<file path="src/rtl/wdog_apb_pkg.sv">
// Shared definitions for the watchdog APB command requester: FSM state
// encoding, watchdog register map, unlock key and default timeout.
package wdog_apb_pkg;

  typedef enum logic [1:0] {
    ST_IDLE   = 2'd0,
    ST_SETUP  = 2'd1,
    ST_ACCESS = 2'd2,
    ST_RESP   = 2'd3
  } apb_state_t;

  // Watchdog completer register offsets
  localparam logic [11:0] WDOGLOAD    = 12'h000;
  localparam logic [11:0] WDOGVALUE   = 12'h004;
  localparam logic [11:0] WDOGCONTROL = 12'h008;
  localparam logic [11:0] WDOGINTCLR  = 12'h00C;
  localparam logic [11:0] WDOGRIS     = 12'h010;
  localparam logic [11:0] WDOGMIS     = 12'h014;
  localparam logic [11:0] WDOGLOCK    = 12'hC00;

  // Writing this value to WDOGLOCK unlocks the watchdog registers
  localparam logic [31:0] WDOG_UNLOCK_KEY = 32'h1ACC_E551;

  // ACCESS wait cycles tolerated before an abort (timeout build only)
  localparam int DEFAULT_TIMEOUT_CYC = 16;

endpackage

</file>
<file path="src/rtl/apb_cmd_requester_if.sv">
// Command/response stream plus APB signal set of the requester.
//
// Handshakes: a command transfers on a cycle where CMDVALID && CMDREADY
// at posedge pclk; a response transfers on a cycle where RSPVALID &&
// RSPREADY. Once RSPVALID is high it stays high, with RSPRDATA/RSPERR
// stable, until RSPREADY is seen. APB follows the usual SETUP (PSEL only)
// then ACCESS (PSEL+PENABLE) phases, finishing when PREADY is high.
interface apb_cmd_requester_if #(
  parameter int ADDR_W = 32,
  parameter int DATA_W = 32
);
  logic              CMDVALID;
  logic              CMDREADY;
  logic              CMDWRITE;
  logic [ADDR_W-1:0] CMDADDR;
  logic [DATA_W-1:0] CMDWDATA;
  logic              RSPVALID;
  logic              RSPREADY;
  logic [DATA_W-1:0] RSPRDATA;
  logic              RSPERR;
  logic [ADDR_W-1:0] PADDR;
  logic              PSEL;
  logic              PENABLE;
  logic              PWRITE;
  logic [DATA_W-1:0] PWDATA;
  logic [DATA_W-1:0] PRDATA;
  logic              PREADY;

  // Requester side: consumes commands, produces responses, drives APB
  modport master (
    input  CMDVALID, CMDWRITE, CMDADDR, CMDWDATA, RSPREADY, PRDATA, PREADY,
    output CMDREADY, RSPVALID, RSPRDATA, RSPERR,
    output PADDR, PSEL, PENABLE, PWRITE, PWDATA
  );

  // Environment side: command source, response sink and APB completer
  modport slave (
    output CMDVALID, CMDWRITE, CMDADDR, CMDWDATA, RSPREADY, PRDATA, PREADY,
    input  CMDREADY, RSPVALID, RSPRDATA, RSPERR,
    input  PADDR, PSEL, PENABLE, PWRITE, PWDATA
  );
endinterface

</file>
<file path="src/rtl/apb_wait_timer.sv">
// Counts ACCESS cycles spent with PREADY low and flags the cycle on which
// the limit is reached while the completer is still not ready.
module apb_wait_timer #(
  parameter int LIMIT = 16
) (
  input  logic clk,
  input  logic rst,
  input  logic start,    // high in SETUP: counter cleared for the coming ACCESS
  input  logic waiting,  // high on an ACCESS cycle with PREADY low
  output logic hit
);
  localparam logic [7:0] LAST = 8'(LIMIT - 1);

  logic [7:0] cnt;

  // hit marks the LIMIT-th waiting cycle; PREADY high on that cycle wins
  assign hit = waiting && (cnt == LAST);

  // Wait counter: clear before ACCESS, count each not-ready ACCESS cycle
  always_ff @(posedge clk) begin
    if (rst || start) begin
      cnt <= 8'd0;
    end else if (waiting && !hit) begin
      cnt <= cnt + 8'd1;
    end
  end
endmodule

</file>
<file path="src/rtl/apb_cmd_requester.sv">
// APB requester: turns a valid/ready command stream into one APB
// SETUP/ACCESS transfer at a time and returns read data and status on a
// valid/ready response stream.
// Optional build macro APB_TIMEOUT_EN: aborts an ACCESS phase after
// TIMEOUT_CYC not-ready cycles and reports RSPERR=1. Without it ACCESS
// waits indefinitely and RSPERR stays 0.
module apb_cmd_requester
  import wdog_apb_pkg::*;
#(
  parameter int ADDR_W      = 32,
  parameter int DATA_W      = 32,
  parameter int TIMEOUT_CYC = DEFAULT_TIMEOUT_CYC
) (
  input  logic                pclk,
  input  logic                PRESET,
  apb_cmd_requester_if.master bus,
  output apb_state_t          state
);

  if (TIMEOUT_CYC < 1 || TIMEOUT_CYC > 255) begin : g_bad_timeout
    $error("TIMEOUT_CYC must be in 1..255");
  end

  apb_state_t state_next;
  logic       accept;
  logic       timeout_hit;

  assign accept = (state == ST_IDLE) && bus.CMDVALID;

`ifdef APB_TIMEOUT_EN
  apb_wait_timer #(
    .LIMIT (TIMEOUT_CYC)
  ) u_wait_timer (
    .clk     (pclk),
    .rst     (PRESET),
    .start   (state == ST_SETUP),
    .waiting ((state == ST_ACCESS) && !bus.PREADY),
    .hit     (timeout_hit)
  );
`else
  assign timeout_hit = 1'b0;
`endif

  // State register
  always_ff @(posedge pclk) begin
    if (PRESET) begin
      state <= ST_IDLE;
    end else begin
      state <= state_next;
    end
  end

  // Next state and state-decoded outputs
  always_comb begin
    state_next   = state;
    bus.CMDREADY = 1'b0;
    bus.PSEL     = 1'b0;
    bus.PENABLE  = 1'b0;
    bus.RSPVALID = 1'b0;
    case (state)
      ST_IDLE: begin
        // Held low during reset so nothing looks accepted
        bus.CMDREADY = !PRESET;
        if (bus.CMDVALID) state_next = ST_SETUP;
      end
      ST_SETUP: begin
        bus.PSEL   = 1'b1;
        state_next = ST_ACCESS;
      end
      ST_ACCESS: begin
        bus.PSEL    = 1'b1;
        bus.PENABLE = 1'b1;
        if (bus.PREADY || timeout_hit) state_next = ST_RESP;
      end
      ST_RESP: begin
        bus.RSPVALID = 1'b1;
        if (bus.RSPREADY) state_next = ST_IDLE;
      end
      default: state_next = ST_IDLE;
    endcase
  end

  // Address/direction/write data: latched on accept, held until next accept
  always_ff @(posedge pclk) begin
    if (PRESET) begin
      bus.PADDR  <= {ADDR_W{1'b0}};
      bus.PWRITE <= 1'b0;
      bus.PWDATA <= {DATA_W{1'b0}};
    end else if (accept) begin
      bus.PADDR  <= bus.CMDADDR;
      bus.PWRITE <= bus.CMDWRITE;
      bus.PWDATA <= bus.CMDWDATA;
    end
  end

  // Response payload: captured when ACCESS ends, stable through RESP
  always_ff @(posedge pclk) begin
    if (PRESET) begin
      bus.RSPRDATA <= {DATA_W{1'b0}};
      bus.RSPERR   <= 1'b0;
    end else if (state == ST_ACCESS) begin
      if (bus.PREADY) begin
        bus.RSPRDATA <= bus.PWRITE ? {DATA_W{1'b0}} : bus.PRDATA;
        bus.RSPERR   <= 1'b0;
      end else if (timeout_hit) begin
        bus.RSPRDATA <= {DATA_W{1'b0}};
        bus.RSPERR   <= 1'b1;
      end
    end
  end

endmodule
</file>
<file path="src/flat_wrapper.sv">
// flat-port wrapper written by rule: the top's interface ports become plain ports
module apb_cmd_requester_flat import wdog_apb_pkg::*;
#(
  parameter int ADDR_W      = 32,
  parameter int DATA_W      = 32,
  parameter int TIMEOUT_CYC = DEFAULT_TIMEOUT_CYC
)
  (pclk, PRESET, state, bus_CMDVALID, bus_CMDWRITE, bus_CMDADDR, bus_CMDWDATA, bus_RSPREADY, bus_PRDATA, bus_PREADY, bus_CMDREADY, bus_RSPVALID, bus_RSPRDATA, bus_RSPERR, bus_PADDR, bus_PSEL, bus_PENABLE, bus_PWRITE, bus_PWDATA);
  apb_cmd_requester_if #(.ADDR_W(ADDR_W), .DATA_W(DATA_W)) bus_i ();
  input  logic pclk;
  input  logic PRESET;
  output apb_state_t state;
  input wire logic [$bits(bus_i.CMDVALID)-1:0] bus_CMDVALID;
  input wire logic [$bits(bus_i.CMDWRITE)-1:0] bus_CMDWRITE;
  input wire logic [$bits(bus_i.CMDADDR)-1:0] bus_CMDADDR;
  input wire logic [$bits(bus_i.CMDWDATA)-1:0] bus_CMDWDATA;
  input wire logic [$bits(bus_i.RSPREADY)-1:0] bus_RSPREADY;
  input wire logic [$bits(bus_i.PRDATA)-1:0] bus_PRDATA;
  input wire logic [$bits(bus_i.PREADY)-1:0] bus_PREADY;
  output wire logic [$bits(bus_i.CMDREADY)-1:0] bus_CMDREADY;
  output wire logic [$bits(bus_i.RSPVALID)-1:0] bus_RSPVALID;
  output wire logic [$bits(bus_i.RSPRDATA)-1:0] bus_RSPRDATA;
  output wire logic [$bits(bus_i.RSPERR)-1:0] bus_RSPERR;
  output wire logic [$bits(bus_i.PADDR)-1:0] bus_PADDR;
  output wire logic [$bits(bus_i.PSEL)-1:0] bus_PSEL;
  output wire logic [$bits(bus_i.PENABLE)-1:0] bus_PENABLE;
  output wire logic [$bits(bus_i.PWRITE)-1:0] bus_PWRITE;
  output wire logic [$bits(bus_i.PWDATA)-1:0] bus_PWDATA;
  assign bus_i.CMDVALID = bus_CMDVALID;
  assign bus_i.CMDWRITE = bus_CMDWRITE;
  assign bus_i.CMDADDR = bus_CMDADDR;
  assign bus_i.CMDWDATA = bus_CMDWDATA;
  assign bus_i.RSPREADY = bus_RSPREADY;
  assign bus_i.PRDATA = bus_PRDATA;
  assign bus_i.PREADY = bus_PREADY;
  assign bus_CMDREADY = bus_i.CMDREADY;
  assign bus_RSPVALID = bus_i.RSPVALID;
  assign bus_RSPRDATA = bus_i.RSPRDATA;
  assign bus_RSPERR = bus_i.RSPERR;
  assign bus_PADDR = bus_i.PADDR;
  assign bus_PSEL = bus_i.PSEL;
  assign bus_PENABLE = bus_i.PENABLE;
  assign bus_PWRITE = bus_i.PWRITE;
  assign bus_PWDATA = bus_i.PWDATA;
  apb_cmd_requester #(.ADDR_W(ADDR_W), .DATA_W(DATA_W), .TIMEOUT_CYC(TIMEOUT_CYC)) u_core (.pclk(pclk), .PRESET(PRESET), .bus(bus_i), .state(state));
endmodule
</file>
<file path="config.mk">
export PLATFORM = sky130hd
export DESIGN_NAME = apb_cmd_requester_flat
export DESIGN_NICKNAME = d
export VERILOG_FILES = /design/src/rtl/wdog_apb_pkg.sv /design/src/rtl/apb_cmd_requester_if.sv /design/src/rtl/apb_wait_timer.sv /design/src/rtl/apb_cmd_requester.sv /design/src/flat_wrapper.sv
export SDC_FILE = /design/constraint.sdc
export NUM_CORES = 1
export LEC_CHECK = 0
export ABC_AREA = 0
export ABC_CLOCK_PERIOD_IN_PS = 2000
export CORE_MARGIN = 1
export CORE_UTILIZATION = 38
export CTS_CLUSTER_DIAMETER = 120
export DETAILED_ROUTE_END_ITERATION = 8
export HOLD_SLACK_MARGIN = 0.02
export PLACE_DENSITY = 0.79
export SYNTH_ARGS = -nofsm -noshare
export SYNTH_HDL_FRONTEND = slang
export SYNTH_SLANG_ARGS = --single-unit
export TNS_END_PERCENT = 50
</file>
<file path="constraint.sdc">
create_clock -name pclk -period 2 [get_ports pclk]
set_clock_uncertainty 0.1 [all_clocks]
set_input_delay 0.3 -clock pclk [delete_from_list [all_inputs] [get_ports pclk]]
set_output_delay 0.3 -clock pclk [all_outputs]
set_load 0.01 [all_outputs]
</file>
; ---- Word level (Yosys, flattened, before mapping)
; Cells that the tools add are included.
[word_totals]
ff_bits = 99
wordCells = 26
[op_classes]
eq_ne = 6
muxes = 9
n_reduce_logical = 6
[ops]
columns = operator, n
row1 = 2-to-1 mux 32 bit, 1
row2 = case mux 2 bit (4 select lines), 1
row3 = 2-to-1 mux 2 bit, 3
row4 = inequality test 2 bit (second input constant), 3
row5 = == test 2 bit (second input constant), 2
row6 = 2-to-1 mux 1 bit, 4
row7 = AND reduction 3 bit, 1
row8 = == test 2 x 1 -> 1 bit (second input constant), 1
row9 = zero test 2 bit, 1
row10 = AND reduction 2 bit, 1
row11 = OR reduction 2 bit, 1
row12 = logical AND 1 bit, 1
row13 = zero test 1 bit, 1

; ---- Logic depth before layout (Yosys ltp)
[depth]
word_depth = 3
depth_mapped = 7
depth_no_buf = 5

; ---- Worst setup path before layout
; No wires, ideal clock.
[synth_timing]
kind = reg-to-reg
startpoint = register u_core.state[0]
endpoint = register u_core.state[0]
setup_time_ns = 0.116
arrival_ns = 1.490
required_time_ns = 1.784
path_slack_ns = 0.294
stages_incl_launch_ff = 6
path_buffers = 1
period_less_slack_ns = 1.706
path_cell_list = dfxtp_1 inv_1 ha_1 buf_6 or4_1 o211a_1
[synth_between]
elab_chain_cells = 3
word_cells_on_any_way = 9
[synth_lines]
columns = element, line
row1 = "start, declared", apb_cmd_requester.sv:17  ; output apb_state_t state
row2 = "start signal, assigned", apb_cmd_requester.sv:49  ; state <= state_next;
row3 = == test 2 bit or zero test 2 bit (tied branches), apb_cmd_requester.sv:60  ; case (state)
row4 = inequality test 2 bit (no source line), n/a
row5 = AND reduction 3 bit (no source line), n/a
; Parallel ways exist; a longest one is shown, timed or not.
; A chain may end at the register's enable or synchronous reset.

; ---- Worst setup path in the final report
[layout_timing]
startpoint = register u_core.state[0]
endpoint = output port bus_CMDREADY
[layout_between]
elab_chain_cells = 2
[layout_lines]
columns = element, line
row1 = zero test 2 bit, apb_cmd_requester.sv:60
row2 = 2-to-1 mux 1 bit, apb_cmd_requester.sv:60
row3 = "end, declared", flat_wrapper.sv:20  ; output wire logic [$bits(bus_i.CMDREADY)-1:0] bus_CMDREADY;
; Every way passes these cells.

==> metrics.md <==
| Metric | Value |
|---|---|
| Status | finished clean |
| # nets final | 742 |
| Pwr per Cell Area | 979.5 mW/mm^2 |
| Flop2flop setup slack | 0.31 ns |
| Reg2Reg Depth | 5 |
| Worst hold slack | 0.3514 ns |
| Max Transition Viols Final | 0 |
| Crit path required time | 1.60 ns |
| Top Family by Delay on Critical Path | flip-flops |
| Max Freq | 529.5 MHz |
| Post-synth top flop | dfxtp_1 |
| Crit path buffers/inverters | 2 |
| CTS Root Cell | clkbuf_8 |
| Pwr Total | 5.933 mW |
| Initial antenna violation count | 0 |
| Reg2reg end | u_core.state[0] |
| Flop pwr share | 41.4% |
| CTS Hold Buffers Added | 0 |
| Most frequent cells after synthesis | nand2_1 (166), dfxtp_1 (99), a21oi_1 (97) |
| Max Cap Violations | 0 |
| Wire length per cell | 14.37 microns |
| Clock insertion delay at the later pin of the skew report | 0.36 ns |
| Worst Setup SP | u_core.state[0] |
| Ys async rst share | 0% |
| Chip height | 100.8 microns |
| Hpwl dp | 7.851 mm |
| Vias per std cell | 4.882 |
| Top area cells in the synthesized netlist | dfxtp_1 (53%), nand2_1 (17%), a21oi_1 (13%), nand4b_1 (7.6%), buf_2 (2.6%) |
| First-pass GRT wire length | 17.28 mm |
| Placeable Area | 0.009328 sq mm |
| Worst Setup Path Type | reg2out |
| Layout Utilization | 64.94% |
| Leak | 2.176 nW |
| Layout cell share with drive strength beyond 1 | 4.680% |
| Clock buffer depth | 2 |
| H-tree levels | 3 |
| Remaining antenna violation count | 0 |
| Crit path arrival time | 1.49 ns |
| Vias | 3759 |
| Hold Path Origin | u_core.bus.RSPRDATA[26] |
| Cell count after synthesis | 451 |
| Hold Fails Final Rpt | 0 |
| Slowest-stage cell, CP | dfxtp_1 |
| TritonCTS Sinks | 99 |
| Post-Route WL | 11.07 mm |
| Synth-to-layout area growth | 63.38% |
| Slowest stage delay, CP | 0.39 ns |
| Post-route DRC | 0 |
| Minimum clock period after layout | 1.889 ns |
| Pre-antenna DRT Iters | 4 |
| Period utilisation layout | 94.43% |
| Hold Path Class | reg2reg |
| Clock power share | 23.7% |
| Yosys warns | 0 |
| CTS tree | done |
| Fillcell total | 801 |
| Cell with the most instances after synthesis | nand2_1 |
| Sequential element share of the synthesized area | 53.46% |
| FF-to-FF Start | u_core.state[0] |
| Top Ports | 206 |
| Grt ovf | 0 |
| Synth Cell Area | 0.003707 sq mm |
| Mapped Avg Cell Area | 8.220 sq um |
| Die area | 0.01015 sq mm |
| EDFF count, synth | 0 |
| Synth area leader | dfxtp_1 |
| CTS buffer count | 9 |
| Initial core utilization | 39.75% |
| RSZ-0062 raised after global routing | false |
| Final RePlAce weighted congestion | 0.7476 |
| Net Sw Power | 1.851 mW |
| Hold endpoint | u_core.bus.RSPRDATA[26] |
| Startpoint Class | register |
| Yosys reg bits | 99 |
| Worst-path clk slew | 0.10 ns |
| DRT iter0 DRCs | 106 |
| Hold-critical path depth | 2 |
| Die Wd | 100.8 microns |
| Crit-path max FO | 4 |
| Vias in the first global route | 3596 |
| Rows | 35 |
| P_int | 4.082 mW |
| Critical path capture point type | primary output |
| Largest net degree at the start of global routing | 99 |
| Yosys cell types | 17 |
| Syn Nets | 557 |
| Cell Chain, Critical Path | inv_1 -> ha_2 -> nor2b_1 -> dlygate4sd2_1 |
| Setup-failing EPs final | 0 |
| Combinational share of power | 34.9% |
| Total GRT Usage | 21.70% |
| Total negative slack | 0 ns |
| Diode count | 0 |
| VDD IR max | 484.3 uV |
| Port Buffer Count | 204 |
| Switching share of power | 31.20% |
| Post-synth top area share | 53.46% |
| Crit path depth | 4 |
| Buffer count from post-CTS setup fixing | 0 |
routing by layer:
metal  global-route usage [%]  wire length [microns]
met5                        0                      0
met4                    7.581                    189
met3                    9.778                   1206
met2                    35.46                   5094
met1                    25.15                   4575
worst max path at each step:
stage	to	slack [ns]
detailed placement	bus_CMDREADY	0.26
floorplan	u_core.state[0]	0.29
finish	bus_CMDREADY	0.11
global route	bus_CMDREADY	0.05
CTS	bus_RSPVALID	0.06
global placement	bus_CMDREADY	0.28
state kept, by name, summed over array words and instances, names as in the netlist:
| register | cells |
|---|---|
| u_core.bus.PWDATA | 32 |
| u_core.state | 2 |
| u_core.bus.PWRITE | 1 |
| u_core.bus.RSPRDATA | 32 |
| u_core.bus.PADDR | 32 |
kinds of logic (layout without fill, tap and decap cells):
kind of cell,Yosys count,count (layout),synth area share [%]
and+or+nand+nor,205,205,25.55
other,1,1,0.1012
muxes,1,1,0.2700
adders and majority gates,4,4,1.350
DFF,99,99,53.46
AOI/OAI and AO/OA,98,98,13.36
buffers and inverters,43,233,5.906
metrics by stage:
step	cell area [sq um]	std cells	setup slack, ns
global route	6057	770	0.04517
floorplan	3707	451	0.2938
global placement	5839	754	0.2785
finish	6057	770	0.1114
CTS	6055	770	0.06166
detailed placement	5839	754	0.2578
power by group through the flow:
stage	clock network, mW	logic, mW	registers, mW
6_report	1.41	2.07	2.45
5_1_grt	1.52	2.26	2.49
4_1_cts	1.44	2.09	2.46
3_5_place_dp	0	2.09	2.50
3_3_place_gp	0	2.06	2.48
2_1_floorplan	0	0.821	2.64
layout make-up:
class | instances | area (sq um) | area share [%]
inverters | 3 | 11.26 | 0.1859
clock inverters | 6 | 87.58 | 1.446
well taps | 129 | 161.4 | 2.665
clock buffers | 10 | 127.6 | 2.107
flip-flops and latches | 99 | 1983 | 32.74
repair buffers | 214 | 2173 | 35.88
multi-input cells | 309 | 1513 | 24.97
worst register-to-register path, delay by kind of cell, from the launching register on:
| kind | cells | cell delay, ns |
|---|---|---|
| compound gates | 1 | 0.15 |
| fa+ha+maj | 1 | 0.22 |
| buf+inv | 1 | 0.11 |
| flops | 1 | 0.39 |
| simple gates | 2 | 0.63 |
cells in the final DEF, fill, tap and decap left out, types with 3 or more instances in the layout:
cell,netlist,final
buf_12,0,5
clkbuf_8,0,9
nor2b_1,4,4
buf_4,7,5
a21oi_1,97,97
nand4b_1,32,32
dfxtp_1,99,98
nand2_1,166,165
dlygate4sd2_1,0,3
clkdlybuf4s50_1,0,199
inv_1,3,3
ha_1,4,3
timing repair:
item,in CTS,in global routing
hold endpoints to repair,0,0
pin swaps,0,0
resized for setup,5,1
endpoints found under the setup margin,3,1
No activity file was read; power rests on OpenSTA's default activity.
